### src/rtl/median3x3_filter.sv
// Three-stage pipelined median of a 3x3 window of unsigned samples, one window per cycle.
// Optional MEDIAN_MINMAX_EN adds window min/max outputs aligned with med.
module median3x3_filter #(
    parameter int WIDTH = 8
) (
    input  logic             clock,
    input  logic             reset_n,
    input  logic             in_valid,
    input  logic [WIDTH-1:0] arr_0_0,
    input  logic [WIDTH-1:0] arr_0_1,
    input  logic [WIDTH-1:0] arr_0_2,
    input  logic [WIDTH-1:0] arr_1_0,
    input  logic [WIDTH-1:0] arr_1_1,
    input  logic [WIDTH-1:0] arr_1_2,
    input  logic [WIDTH-1:0] arr_2_0,
    input  logic [WIDTH-1:0] arr_2_1,
    input  logic [WIDTH-1:0] arr_2_2,
    output logic             out_valid,
`ifdef MEDIAN_MINMAX_EN
    output logic [WIDTH-1:0] min_o,
    output logic [WIDTH-1:0] max_o,
`endif
    output logic [WIDTH-1:0] med
);

    function automatic logic [WIDTH-1:0] min2(input logic [WIDTH-1:0] a, input logic [WIDTH-1:0] b);
        return (a < b) ? a : b;
    endfunction

    function automatic logic [WIDTH-1:0] max2(input logic [WIDTH-1:0] a, input logic [WIDTH-1:0] b);
        return (a < b) ? b : a;
    endfunction

    function automatic logic [WIDTH-1:0] min3(input logic [WIDTH-1:0] a, input logic [WIDTH-1:0] b,
                                              input logic [WIDTH-1:0] c);
        return min2(min2(a, b), c);
    endfunction

    function automatic logic [WIDTH-1:0] max3(input logic [WIDTH-1:0] a, input logic [WIDTH-1:0] b,
                                              input logic [WIDTH-1:0] c);
        return max2(max2(a, b), c);
    endfunction

    // Median of three: the larger of min(a,b) and whatever of max(a,b) / c is smaller.
    function automatic logic [WIDTH-1:0] med3(input logic [WIDTH-1:0] a, input logic [WIDTH-1:0] b,
                                              input logic [WIDTH-1:0] c);
        return max2(min2(a, b), min2(max2(a, b), c));
    endfunction

    logic [WIDTH-1:0] win [9];
    assign win = '{arr_0_0, arr_0_1, arr_0_2, arr_1_0, arr_1_1, arr_1_2, arr_2_0, arr_2_1, arr_2_2};

    logic [WIDTH-1:0] lo_p1_d [3], mid_p1_d [3], hi_p1_d [3];
    logic [WIDTH-1:0] lo_p1_q [3], mid_p1_q [3], hi_p1_q [3];
    logic [WIDTH-1:0] a_p2_d, b_p2_d, c_p2_d, a_p2_q, b_p2_q, c_p2_q;
    logic [WIDTH-1:0] med_p3_d, med_p3_q;
    logic [2:0]       vld_d, vld_q;
`ifdef MEDIAN_MINMAX_EN
    logic [WIDTH-1:0] min_p2_d, max_p2_d, min_p2_q, max_p2_q;
    logic [WIDTH-1:0] min_p3_d, max_p3_d, min_p3_q, max_p3_q;
`endif

    always_comb begin
        // Stage 1: sort each row into lo <= mid <= hi
        for (int r = 0; r < 3; r++) begin
            lo_p1_d[r]  = min3(win[3*r], win[3*r+1], win[3*r+2]);
            mid_p1_d[r] = med3(win[3*r], win[3*r+1], win[3*r+2]);
            hi_p1_d[r]  = max3(win[3*r], win[3*r+1], win[3*r+2]);
        end
        // Stage 2: column reductions that leave only three median candidates
        a_p2_d = max3(lo_p1_q[0], lo_p1_q[1], lo_p1_q[2]);
        b_p2_d = med3(mid_p1_q[0], mid_p1_q[1], mid_p1_q[2]);
        c_p2_d = min3(hi_p1_q[0], hi_p1_q[1], hi_p1_q[2]);
        // Stage 3: final median of the candidates
        med_p3_d = med3(a_p2_q, b_p2_q, c_p2_q);
        vld_d    = {vld_q[1:0], in_valid};
`ifdef MEDIAN_MINMAX_EN
        min_p2_d = min3(lo_p1_q[0], lo_p1_q[1], lo_p1_q[2]);
        max_p2_d = max3(hi_p1_q[0], hi_p1_q[1], hi_p1_q[2]);
        min_p3_d = min_p2_q;
        max_p3_d = max_p2_q;
`endif
    end

    always_ff @(posedge clock) begin
        if (!reset_n) begin
            for (int r = 0; r < 3; r++) begin
                lo_p1_q[r]  <= '0;
                mid_p1_q[r] <= '0;
                hi_p1_q[r]  <= '0;
            end
            a_p2_q   <= '0;
            b_p2_q   <= '0;
            c_p2_q   <= '0;
            med_p3_q <= '0;
            vld_q    <= '0;
`ifdef MEDIAN_MINMAX_EN
            min_p2_q <= '0;
            max_p2_q <= '0;
            min_p3_q <= '0;
            max_p3_q <= '0;
`endif
        end else begin
            for (int r = 0; r < 3; r++) begin
                lo_p1_q[r]  <= lo_p1_d[r];
                mid_p1_q[r] <= mid_p1_d[r];
                hi_p1_q[r]  <= hi_p1_d[r];
            end
            a_p2_q   <= a_p2_d;
            b_p2_q   <= b_p2_d;
            c_p2_q   <= c_p2_d;
            med_p3_q <= med_p3_d;
            vld_q    <= vld_d;
`ifdef MEDIAN_MINMAX_EN
            min_p2_q <= min_p2_d;
            max_p2_q <= max_p2_d;
            min_p3_q <= min_p3_d;
            max_p3_q <= max_p3_d;
`endif
        end
    end

    assign med       = med_p3_q;
    assign out_valid = vld_q[2];
`ifdef MEDIAN_MINMAX_EN
    assign min_o     = min_p3_q;
    assign max_o     = max_p3_q;
`endif

endmodule

### config.mk
export PLATFORM = sky130hd
export DESIGN_NAME = median3x3_filter
export DESIGN_NICKNAME = d
export VERILOG_FILES = /design/src/rtl/median3x3_filter.sv
export SDC_FILE = /design/constraint.sdc
export NUM_CORES = 1
export LEC_CHECK = 0
export BUFFER_PORTS_ARGS = -buffer_cell sky130_fd_sc_hd__buf_2
export CAP_MARGIN = 30
export CORE_ASPECT_RATIO = 2
export CORE_UTILIZATION = 62
export DETAILED_ROUTE_END_ITERATION = 10
export MAX_ROUTING_LAYER = met4
export PLACE_DENSITY = 0.89
export SYNTH_ARGS = -nofsm -noshare
export SYNTH_HDL_FRONTEND = slang
export SYNTH_SLANG_ARGS = --single-unit
### constraint.sdc
create_clock -name clock -period 8.3 [get_ports clock]
set_input_delay 1.66 -clock clock [delete_from_list [all_inputs] [get_ports clock]]
set_output_delay 1.66 -clock clock [all_outputs]
set_load 0.05 [all_outputs]
==> results of run 1 <==
power groups by stage:
stage	Combinational [mW]	Clock, mW	Sequential [mW]
floorplan	2.03	0	0.741
global placement	2.64	0	0.740
detailed placement	2.74	0	0.743
CTS	2.78	0.430	0.733
global route	3.13	0.449	0.747
finish	2.85	0.429	0.739
routing by layer:
metal	up-vias	track usage (%)	share of wire, %
met3	162	4.413	3.9
met4	0	34.56	10
li1	4303	-	-
met1	4216	31.44	33
met5	-	-	0
met2	347	68.53	53
state kept, by name, summed over array words and instances, names as in the netlist:
signal / cells
hi_p1_q: 24
lo_p1_q: 24
mid_p1_q: 24
a_p2_q: 8
b_p2_q: 8
c_p2_q: 8
med: 8
vld_q: 3
kinds of logic (layout without fill, tap and decap cells):
| kind of cell | Yosys count | count (layout) | synth area share (%) |
|---|---|---|---|
| AO/OA/AOI/OAI | 312 | 312 | 23.87 |
| AND/OR/NAND/NOR | 291 | 291 | 15.02 |
| buffers and inverters | 166 | 239 | 6.754 |
| adder cells (fa/ha/maj) | 154 | 154 | 20.20 |
| flip-flops | 107 | 107 | 22.45 |
| multiplexers | 106 | 106 | 11.71 |
cell type report:
class / count / area, sq um / area share [%]
clock buffers: 9 / 225.2 / 2.159
clock inverters: 7 / 82.58 / 0.7917
inverters: 129 / 484.2 / 4.643
multi-input cells: 863 / 6754 / 64.76
flip-flops and latches: 107 / 2142 / 20.54
well taps: 195 / 244.0 / 2.339
repair buffers: 94 / 498.0 / 4.774
how the worst max path moves through the flow:
stage | end | slack [ns] | cells after the start
final | mid_p1_q[0][14] | 1.05 | 20
after detailed placement | mid_p1_q[0][14] | 0.70 | 20
after CTS | mid_p1_q[0][14] | 1.09 | 20
after global placement | mid_p1_q[0][14] | 0.85 | 20
after global routing | mid_p1_q[0][14] | 0.61 | 20
after floorplan | mid_p1_q[0][1] | 1.52 | 21
worst max-delay path, delay by kind of cell:
kind / cells / cell delay, ns
AO/OA/AOI/OAI: 8 / 3.03
buffers and inverters: 3 / 0.43
multiplexers: 1 / 0.29
AND/OR/NAND/NOR: 5 / 1.01
adder cells (fa/ha/maj): 3 / 1.03
stage by stage:
step / setup slack [ns] / total power [mW] / area, sq um / std cells / utilization [%]
after global placement: 0.8487 / 3.385 / 10110 / 1386 / 67.84
final: 1.048 / 4.023 / 10430 / 1404 / 70.01
after floorplan: 1.517 / 2.774 / 9540 / 1136 / -
after global routing: 0.6142 / 4.323 / 10430 / 1404 / 70.01
after detailed placement: 0.6985 / 3.485 / 10110 / 1387 / 67.89
after CTS: 1.092 / 3.944 / 10420 / 1403 / 69.96
layout by cell type, fill, tap and decap left out, types with 4 or more instances in the layout:
cell type | netlist | final
o211a_1 | 8 | 8
nand3_1 | 23 | 23
o21ai_1 | 5 | 5
a221oi_1 | 7 | 7
ha_1 | 154 | 154
o31ai_1 | 20 | 20
clkbuf_16 | 0 | 9
o211ai_1 | 7 | 7
a21o_1 | 20 | 20
nand2b_1 | 28 | 28
nor3_1 | 14 | 14
dfxtp_1 | 107 | 107
nand4_1 | 12 | 12
a211o_1 | 6 | 6
nor4_1 | 9 | 9
a211oi_1 | 23 | 23
mux2_2 | 45 | 45
a21oi_1 | 48 | 48
a41o_1 | 4 | 4
and4_1 | 8 | 8
o21a_1 | 14 | 14
buf_4 | 1 | 11
o21ai_0 | 72 | 72
o22ai_1 | 10 | 10
nor2_1 | 76 | 76
and3b_1 | 5 | 5
buf_2 | 8 | 83
and2_1 | 7 | 7
a31o_2 | 14 | 14
inv_1 | 128 | 128
a31oi_1 | 5 | 5
mux2i_1 | 61 | 61
or3_1 | 7 | 7
a2111oi_0 | 6 | 6
nand2_1 | 86 | 86
==> run_results.csv, run 1 <==
group,metric,value,unit
clocking,cts_resized,0,
hold_path,hp-class,"flip-flop to flip-flop",
route,drtAntennaViolNets,0,
sta,final.min_clock_period,7.252,ns
pwr,intPower,1.981,mW
sta,final.period_utilization,87.37,%
sta,hold_viol,0,
route,dr.pass1.iters,6,
route,wire_per_inst,19.89,um
worst_setup_path,cpPeakStageDelay,0.84,ns
grt,grt_pass1_vias,9245,
worst_setup_path,ff2ff_path_depth,21,
placement,gp_congestion,1.024,
floorplan,io_pins,84,
logic_synthesis,yosysTopAreaCell,"dfxtp_1",
final_layout,fin_nets,1433,
worst_setup_path,arrival,7.47,ns
logic_synthesis,avgSynthCellArea,8.398,sq um
grt,overflow,0,
status,status,"finished clean",
pwr,power_density,385.7,mW/mm^2
clocking,clkSinkCount,107,
clocking,numCtsBuffers,9,
sta,tns,0,ns
route,drtIter0Drc,529,
worst_setup_path,worstSetupEndpointType,"flip-flop",
worst_setup_path,crit_path_top_delay_cell,"o311ai_4",
sta,slew_viol_final,0,
route,num_vias,9028,
worst_setup_path,worst_path_most_repeated_cell,"ha_1",
worst_setup_path,crit_fanout,24,
logic_synthesis,syn-instance-count,1136,
logic_synthesis,ys_seq_area_share,22.45,%
pwr,switchingPower,2.042,mW
final_layout,insertedDiodeCount,0,
placement,hpwl,22.53,mm
floorplan,initial_core_util,64.04,%
run,max_cap_viol_count,0,
worst_setup_path,worstSetupPathType,"primary input to flip-flop",
sta,rsz0062_at_grt,"false",
worst_setup_path,r2r-start,"mid_p1_q[0][1]",
pwr,sw_frac_of_total,50.76,%
logic_synthesis,syn-num-nets,1365,
sta,setup_viol,0,
grt,antenna_found_initial,0,
worst_setup_path,r2r-end,"b_p2_q[0]",
worst_setup_path,start_kind,"primary input",
clocking,cts_root_buffer,"clkbuf_16",
clocking,clk_latency,0.35,ns
pwr,ir_drop,0.1938,mV
logic_synthesis,synth_edf_count,0,
hold_path,min_from,"vld_q[0]",
clocking,cts_buffer_depth,2,
pwr,p_clk_share,10.7,%
hold_path,hold-path-cell-count,1,
grt,grt_pass1_wl,44.28,mm
worst_setup_path,crit_required,8.52,ns
grt,grtUsageTotal,36.79,%
sta,fmax,0.1379,GHz
clocking,cts_setup_buffers,0,
sta,hold_ws,0.4417,ns
clocking,h-tree-depth,3,
logic_synthesis,synth_area_leaders,"dfxtp_1 (22%), ha_1 (20%), mux2i_1 (6.4%)",
logic_synthesis,synth_common_cells,"ha_1 (154), inv_1 (128), dfxtp_1 (107)",
grt,grt_max_degree,70,
placement,io_buffers,83,
clocking,cts_tree,"built",
floorplan,rows,63,
logic_synthesis,yosysTopAreaCellShare,22.45,%
logic_synthesis,ys_types,76,
final_layout,drive_above_1_share,16.05,%
sta,worstMarginPinSlew,0.9447,ns
logic_synthesis,syn-cell-area,0.009540,sq mm
logic_synthesis,synth-main-ff-cell,"dfxtp_1",
route,wl,27.93,mm
final_layout,fillCellCount,1195,
logic_synthesis,ys_ff_latch,107,
worst_setup_path,cp_cell_sequence,"buf_2 > inv_1 > ha_1 > nand4_1 > o311ai_4 > o21ai_0 > ha_1 > nand2_1 > o21ai_0 > nor2_1 > a21oi_2 > buf_4 > mux2i_1 > ha_1 > a41o_1 > a211o_1 > or3_1 > o32ai_2 > or2_1 > o22ai_1",
sta,max-slew-margin-rel,36.90,%
sta,finClkSkew,0.009899,ns
floorplan,die_x,89.72,um
floorplan,dieArea,0.01592,sq mm
hold_path,worstHoldEndpoint,"vld_q[1]",
route,vias_per_cell,6.430,
clocking,ctsHoldBuffers,0,
pwr,p_comb_share,71.0,%
final_layout,area.growth.synth_to_final,9.325,%
floorplan,die_y,177.4,um
logic_synthesis,async_flop_share,0,%
pwr,p_leak,5.033,nW
pwr,power_frac_seq,18.4,%
logic_synthesis,ys_warn_count,0,
logic_synthesis,synth.most_common_cell,"ha_1",
floorplan,core-area,0.01490,sq mm
worst_setup_path,r2r_setup_slack,2.06,ns
worst_setup_path,startpoint,"arr_1_1[6]",
route,drc_errors,0,
clocking,clk_pin_slew,0.08,ns
Power figures use the tool's default switching activity.
==> run 2, diff against run 1 <==
Settings changed: CELL_PAD_IN_SITES_DETAIL_PLACEMENT from default to 0, CELL_PAD_IN_SITES_GLOBAL_PLACEMENT from default to 2, CORE_UTILIZATION 62 to 37, PLACE_DENSITY 0.89 to 0.87.
==> run_results.csv, run 2 (synthesis gave the netlist of run 1 again) <==
group,metric,value,unit
worst_setup_path,r2r_setup_slack,2.65,ns
pwr,ir_drop,0.1953,mV
floorplan,initial_core_util,37.80,%
sta,fmax,0.1412,GHz
grt,antenna_found_initial,0,
floorplan,die_y,229.1,um
placement,dp_slack,0.8123,ns
final_layout,final_core_util,42.03,%
final_layout,insertedDiodeCount,0,
final_layout,fin_nets,1435,
worst_setup_path,crit_required,8.54,ns
worst_setup_path,startpoint,"arr_0_0[1]",
route,dr.pass1.iters,4,
final_layout,final_cells,1547,
route,num_vias,8409,
grt,overflow,0,
worst_setup_path,ff2ff_path_depth,23,
sta,hold_viol,0,
grt,met1_usage,19.82,%
sta,final.period_utilization,85.36,%
floorplan,rows,82,
worst_setup_path,r2r-start,"mid_p1_q[0][13]",
sta,max-slew-margin-rel,39.88,%
sta,rsz0062_at_grt,"false",
clocking,cts_buffer_depth,2,
worst_setup_path,worstSetupEndpointType,"flip-flop",
clocking,ctsHoldBuffers,0,
grt,use_met3,2.196,%
floorplan,die_x,115.5,um
final_layout,final_common_cell,"ha_1",
hold_path,hp-class,"flip-flop to flip-flop",
clocking,numCtsBuffers,9,
floorplan,io_pins,84,
worst_setup_path,arrival,7.32,ns
clocking,clkSinkCount,107,
grt,grt_pass1_wl,43.13,mm
floorplan,dieArea,0.02647,sq mm
grt,grt_pass1_vias,8443,
sta,setup_viol,0,
final_layout,final_cell_mix,"ha_1 (154), inv_1 (128), dfxtp_1 (107), nand2_1 (86), buf_2 (83)",
route,drtIter0Drc,254,
final_layout,fillCellCount,2646,
worst_setup_path,crit_path_end,"mid_p1_q[0][6]",
sta,fin_ws,1.215,ns
route,wl,27.89,mm
placement,gp_congestion,0.9584,
placement,place_area,0.01031,sq mm
worst_setup_path,start_kind,"primary input",
worst_setup_path,crit_fanout,13,
clocking,cts_resized,0,
pwr,power.total,3.891,mW
floorplan,core-area,0.02524,sq mm
sta,slew_viol_final,0,
placement,io_buffers,83,
pwr,power_density,366.8,mW/mm^2
route,vias_per_cell,5.436,
sta,finClkSkew,0.005316,ns
final_layout,top_regs,"hi_p1_q (24), lo_p1_q (24), mid_p1_q (24)",
placement,place_inst,1531,
route,drc_errors,0,
sta,hold_ws,0.4415,ns
run,max_cap_viol_count,0,
final_layout,drive_above_1_share,16.18,%
clocking,cts_setup_buffers,0,
clocking,clk_latency,0.37,ns
grt,grt_max_degree,67,
clocking,cts_root_buffer,"clkbuf_16",
status,status,"finished clean",
clocking,h-tree-depth,3,
grt,grt-busiest-layer,"met2",
final_layout,area.growth.synth_to_final,11.19,%
clocking,cts_tree,"built",
sta,final.min_clock_period,7.085,ns
sta,worstMarginPinSlew,0.8996,ns
sta,tns,0,ns
grt,grtUsageTotal,22.36,%
worst_setup_path,worstSetupPathType,"primary input to flip-flop",
route,wire_per_inst,18.03,um
final_layout,fin_area,0.01061,sq mm
grt,grt_use_met2,42.70,%
pwr,p_leak,5.039,nW
placement,hpwl,23.67,mm
worst_setup_path,r2r-end,"b_p2_q[0]",
clocking,clk_pin_slew,0.07,ns
route,drtAntennaViolNets,0,
run 2: power by group:
part | internal, mW | switching [mW]
Sequential | 0.648 | 0.0881
Combinational | 1.12 | 1.60
Clock | 0.218 | 0.215
Total | 1.98 | 1.91
run 2: worst min-delay path by stage:
stage                to  slack, ns  cells past startpoint      from
6_report       vld_q[1]       0.44                      1  vld_q[0]
5_1_grt        vld_q[1]       0.45                      1  vld_q[0]
4_1_cts        vld_q[1]       0.45                      1  vld_q[0]
3_5_place_dp   vld_q[1]       0.43                      1  vld_q[0]
3_3_place_gp   vld_q[1]       0.42                      1  vld_q[0]
2_1_floorplan  vld_q[1]       0.41                      1  vld_q[0]
run 2: critical path, cell delays in order:
cell and delay [ns]:
buf_2 0.11, ha_1 0.28, a2111o_1 0.42, a211oi_2 0.54, buf_4 0.29, mux2_2 0.38, ha_1 0.31, a21oi_1 0.07
o21ai_0 0.32, nor2_1 0.14, a21oi_4 0.36, buf_4 0.27, mux2i_1 0.13, ha_1 0.22, a41o_1 0.24, a211o_1 0.35
or3_1 0.42, o32ai_4 0.38, or2_1 0.28, a21oi_1 0.14
run 2: final cells by class:
type | instances | area [sq um] | area share [%]
clock inverters | 6 | 55.05 | 0.5190
flip-flops and latches | 107 | 2142 | 20.19
inverters | 129 | 484.2 | 4.565
multi-input cells | 863 | 6754 | 63.67
well taps | 336 | 420.4 | 3.963
repair buffers | 96 | 513.0 | 4.836
clock buffers | 10 | 239.0 | 2.253
run 2: metal layers:
metal | share of wire (%) | vias to the layer above
met3 | 1.8 | 72
met1 | 35 | 3887
met5 | 0 | -
met4 | 7.2 | 0
li1 | - | 4302
met2 | 56 | 148
